**src/rtl/data_mem_arbiter.sv**
```systemverilog
// Two-port arbiter in front of a single-ported data memory (IDLE -> ACCESS [-> RDWAIT]).
// Tie-break: fixed priority to requester 0 by default; round-robin when ARB_ROUND_ROBIN_EN is defined.
module data_mem_arbiter (
   input  logic        clock,
   input  logic        clear,
   input  logic        req0,
   input  logic        we0,
   input  logic [10:0] addr0,
   input  logic [17:0] wdata0,
   output logic        gnt0,
   output logic        rvalid0,
   output logic [17:0] rdata0,
   input  logic        req1,
   input  logic        we1,
   input  logic [10:0] addr1,
   input  logic [17:0] wdata1,
   output logic        gnt1,
   output logic        rvalid1,
   output logic [17:0] rdata1,
   output logic [10:0] mem_addr,
   output logic [17:0] mem_wdata,
   output logic        mem_write,
   output logic        mem_read,
   input  logic [17:0] mem_rdata,
   output logic        busy
);

   typedef enum logic [1:0] {IDLE, ACCESS, RDWAIT} state_t;

   state_t      state, state_nxt;
   logic        win;
   logic        lat_we;
   logic [10:0] lat_addr;
   logic [17:0] lat_wdata;
   logic        pick;
   logic        any_req;

   assign any_req = req0 | req1;

`ifdef ARB_ROUND_ROBIN_EN
   logic last_gnt;

   // Reset value 1 makes requester 0 win the first tie.
   always_ff @(posedge clock or negedge clear) begin
      if (!clear)
         last_gnt <= 1'b1;
      else if (state == ACCESS)
         last_gnt <= win;
   end

   always_comb begin
      pick = req1;
      if (req0 && req1)
         pick = ~last_gnt;
   end
`else
   assign pick = ~req0;
`endif

   always_ff @(posedge clock or negedge clear) begin
      if (!clear)
         state <= IDLE;
      else
         state <= state_nxt;
   end

   // Latched fields double as the memory address/data drivers, so they hold when idle.
   always_ff @(posedge clock or negedge clear) begin
      if (!clear) begin
         win       <= 1'b0;
         lat_we    <= 1'b0;
         lat_addr  <= '0;
         lat_wdata <= '0;
      end else if (state == IDLE && any_req) begin
         win       <= pick;
         lat_we    <= pick ? we1    : we0;
         lat_addr  <= pick ? addr1  : addr0;
         lat_wdata <= pick ? wdata1 : wdata0;
      end
   end

   always_comb begin
      state_nxt = state;
      case (state)
         IDLE:    if (any_req) state_nxt = ACCESS;
         ACCESS:  state_nxt = lat_we ? IDLE : RDWAIT;
         RDWAIT:  state_nxt = IDLE;
         default: state_nxt = IDLE;
      endcase
   end

   always_comb begin
      gnt0      = 1'b0;
      gnt1      = 1'b0;
      rvalid0   = 1'b0;
      rvalid1   = 1'b0;
      rdata0    = '0;
      rdata1    = '0;
      mem_write = 1'b0;
      mem_read  = 1'b0;
      case (state)
         ACCESS: begin
            gnt0      = ~win;
            gnt1      = win;
            mem_write = lat_we;
            mem_read  = ~lat_we;
         end
         RDWAIT: begin
            rvalid0 = ~win;
            rvalid1 = win;
            if (win)
               rdata1 = mem_rdata;
            else
               rdata0 = mem_rdata;
         end
         default: ;
      endcase
   end

   assign mem_addr  = lat_addr;
   assign mem_wdata = lat_wdata;
   assign busy      = (state != IDLE);

endmodule

```
**config.mk**
```make
export PLATFORM = sky130hd
export DESIGN_NAME = data_mem_arbiter
export DESIGN_NICKNAME = d
export VERILOG_FILES = /design/src/rtl/data_mem_arbiter.sv
export SDC_FILE = /design/constraint.sdc
export NUM_CORES = 1
export LEC_CHECK = 0
export CAP_MARGIN = 15
export CORE_MARGIN = 2
export CORE_UTILIZATION = 57
export DETAILED_ROUTE_END_ITERATION = 8
export DONT_BUFFER_PORTS = 1
export PLACE_DENSITY = 0.75
export SYNTH_ARGS = -nofsm -noshare
export SYNTH_HDL_FRONTEND = slang
export SYNTH_SLANG_ARGS = --single-unit
```
**constraint.sdc**
```tcl
create_clock -name clock -period 1.5 [get_ports clock]
set_input_delay 0.45 -clock clock [delete_from_list [all_inputs] [get_ports clock]]
set_output_delay 0.45 -clock clock [all_outputs]
set_load 0.03 [all_outputs]
```
After elaboration in Yosys (flattened, before gate mapping)
Index checks and enable logic that the tools add are counted. W data, S select, Z words.

Equal/unequal tests: 3. Bitwise gates (word level): 4. Muxes and demuxes: 16. Reduce and logical (&&, ||, !) cells: 3.

Operator list (count): $mux W18 (5); $mux W11 (1); $mux W1 (7); $mux W2 (2); $pmux W2 S2 (1); $not A1 Y1 (3); $eq A2 B1 Y1 const B (1); $eq A2 B2 Y1 const B (1); $logic_not A2 Y1 (1); $ne A2 B2 Y1 const B (1); $reduce_bool A2 Y1 (1); $logic_and A1 B1 Y1 (1); $or A1 B1 Y1 (1).

Output and inout port bits: 72. Bits of input ports: 82. Bits in registers: 33.

Longest topological paths before layout
Word-level depth: 3. Depth in mapped cells: 4. Gate-level depth less buffers: 3.

Worst setup path after synthesis
OpenSTA, ideal clock, no wires.

Path type: reg-to-output. Start: reg state[0]. End: out rdata0[0]. Buffers on the path: 1. Cell stages (with the launch flop): 4. Slack: -0.318 ns. Data required time: 1.050 ns. Arrival time: 1.368 ns. Path through: dfrtp_1 -> nor3b_2 -> buf_2 -> and2_1.

Longest elaborated chain between the ends: 2.

RTL lines: start: declaration (RTL line 30) `state_t state, state_nxt;`; start signal: assignment (RTL line 64) `state <= state_nxt;`; $eq A2 B2 Y1 (RTL line 101) `case (state)`; $mux W18 (RTL line 101); end: declaration (RTL line 12) `output logic [17:0] rdata0,`.

No other way between the ends.

Final worst setup path
Start: reg state[0]. End: out rdata1[16].

Longest elaborated chain between the ends: 2.

RTL lines: $eq A2 B2 Y1 (RTL line 101); $mux W18 (RTL line 101); end: declaration (RTL line 19) `output logic [17:0] rdata1,`.

No other way between the ends.

==> impl_metrics.json <==
{
  "die_h_um": 62.9,
  "finalMaxSlewViolations": 0,
  "path_class": "reg2out",
  "fin_crit_sh": 1.26,
  "max_cap_violations": 0,
  "cp-start-kind": "register",
  "grt_start_max_net_pins": 34,
  "grt-ovfl-total": 0,
  "ys_ff_latch": 33,
  "p_leak_nw": 1.17,
  "p_per_area_mw_per_mm2": 2480,
  "clk_latency_ns": 0.35,
  "fin_ws_ns": -0.395,
  "syn2layout_area_growth_pct": 29.5,
  "worstMarginPinSlew_ns": 0.350,
  "critPathSlowestCell": "dfrtp_2",
  "ant_nets": 0,
  "start_util": 0.594,
  "design_power_total_mw": 6.36,
  "synth.distinct_cells": 15,
  "io_buffers": 0,
  "use_met2": 0.469,
  "hpwl_um": 3350,
  "gr-max-usage-layer": "met2",
  "worstPathArrival_ns": 1.44,
  "n_antenna_cell": 0,
  "synth_cells": 152,
  "setup_viol": 73,
  "grt_pass1_wl_um": 7740,
  "first_pass_iters": 4,
  "rsz0062_at_grt": "yes",
  "ir_worst_vdd_mv": 1.40,
  "dpl_worst_slack_ns": -0.0527,
  "antenna_found_initial": 0,
  "die_area_mm2": 0.00396,
  "syn_area_mm2": 0.00198,
  "multi_input_area_mm2": 0.00123,
  "drt_iter0_markers": 43,
  "drc": 0,
  "nets": 262,
  "synth.area.top_cells": "dfrtp_1, mux2_4, mux2_2",
  "cts_max_level": 2,
  "yosysTopAreaCell": "dfrtp_1",
  "gp_congestion": 0.721,
  "first_global_vias": 1457,
  "cts_buffers": 5,
  "slew_headroom": 0.767,
  "track_usage": 0.253,
  "synth.avg_cell_area_um2": 13.0,
  "max_freq_ghz": 0.528,
  "status": "finished with violations",
  "stdcell_count": 227,
  "post-place-cells": 205,
  "final_area_mm2": 0.00256,
  "reg2reg_slack_ns": -0.18,
  "placed_area_mm2": 0.00220,
  "synth_seq_area_share": 0.417,
  "fin_skew_ns": 0.0133,
  "routed_wl_um": 5030,
  "crit_path_end_kind": "output pin",
  "via_per_inst": 5.74,
  "hold_viol": 0,
  "cp_data_required_time_ns": 1.05,
  "io_pins": 154,
  "n_fill_cell": 207,
  "yosys_warnings": 0,
  "violations": "setup timing",
  "path_delay_family": "flip-flops",
  "core-area_mm2": 0.00334,
  "cp_max_fo": 19,
  "routedWlPerCell_um": 22.2,
  "final_core_util": 0.769,
  "post-route-min-period_ns": 1.89,
  "postSynthNetCount": 234,
  "path_cells": "nor3b_4, buf_12, and2_4",
  "drive_above_1_share": 0.796,
  "rows": 21,
  "use_met3": 0.0793,
  "cts_tree": "done",
  "die-width_um": 62.9,
  "yosys.area.top_type_share": 0.417,
  "cts_root_buffer": "clkbuf_4",
  "regArea_um2": 830,
  "clk_pin_slew_ns": 0.11,
  "vias": 1304,
  "cp_slowest_stage_delay_ns": 0.47,
  "met1_usage": 0.273,
  "clock_sinks": 33,
  "cts.path.max_buffers": 2,
  "hp-class": "in2reg",
  "path_buf_inv": 1
}
[state kept, by name, indices dropped and copies added, names as in the netlist]
signal / count
lat_we: 1
mem_addr: 11
mem_wdata: 18
state: 2
win: 1
[cells in the mapped netlist]
cell       n
a21oi_1    2
and2_1    36
buf_2      5
buf_6      3
dfrtp_1   33
inv_1      3
mux2_2    30
mux2_4    28
mux2i_1    2
nand2b_1   1
nor2_1     5
nor2_2     1
nor3b_2    1
nor3b_4    1
o21a_2     1
[path summary, 6_finish.rpt]
check,start,end,depth (start not counted)
max,state[0],rdata1[16],3
min,req0,win,1
max reg2reg,state[0],mem_wdata[15],7
min reg2reg,lat_we,state[1],1
max in group asynchronous,clear,state[0],2
min in group asynchronous,clear,lat_we,2
[layout by cell type (no fill, tap or decap), types with 2 or more instances in the layout]
cell | Yosys | routed
and2_4 | 0 | 36
dfrtp_1 | 33 | 30
mux2_2 | 30 | 29
mux2_4 | 28 | 29
buf_6 | 3 | 11
buf_4 | 0 | 7
nor2_4 | 0 | 5
clkbuf_4 | 0 | 5
buf_12 | 0 | 5
buf_8 | 0 | 4
dfrtp_2 | 0 | 3
nor3b_4 | 1 | 2
clkinvlp_4 | 0 | 2
a21oi_1 | 2 | 2
mux2i_1 | 2 | 2
clkinv_2 | 0 | 2
[per-stage QoR]
step           setup TNS (ns)  hold WS [ns]
2_1_floorplan           -1.70         0.154
3_5_place_dp           -0.624         0.155
3_3_place_gp           -0.122         0.155
6_report               -19.71         0.187
4_1_cts                -20.70         0.173
5_1_grt                -23.29         0.170
[repair_timing]
item,in CTS,in global routing
setup endpoints to repair,60,73
hold buffers,2,0
pin swaps,1,1
endpoints found under the hold margin,33,0
buffers inserted,11,5
cloned,3,0
resized for setup,33,26
[final cells by class]
cell class	instances	area share
multi-input cells	108	0.481
flip-flops and latches	33	0.323
repair buffers	29	0.146
well taps	46	0.0224
clock buffers	5	0.0146
clock inverters	3	0.00683
inverters	3	0.00585
[kinds of logic after synthesis]
kind of cell,Yosys count,synth area share
mux,60,0.393
simple gates,45,0.145
flops,33,0.417
buf+inv,11,0.0354
compound gates,3,0.00948
[routing by layer]
layer | vias up | share of wire
li1 | 573 | -
met1 | 634 | 0.37
met2 | 87 | 0.53
met3 | 10 | 0.079
met4 | 0 | 0.017
met5 | - | 0
[power breakdown]
part	switching, mW	total, mW	internal (mW)
Combinational	1.37	3.28	1.91
Sequential	1.23	2.57	1.34
Clock	0.337	0.514	0.177
Note: power is estimated with default switching activity, not from simulation.
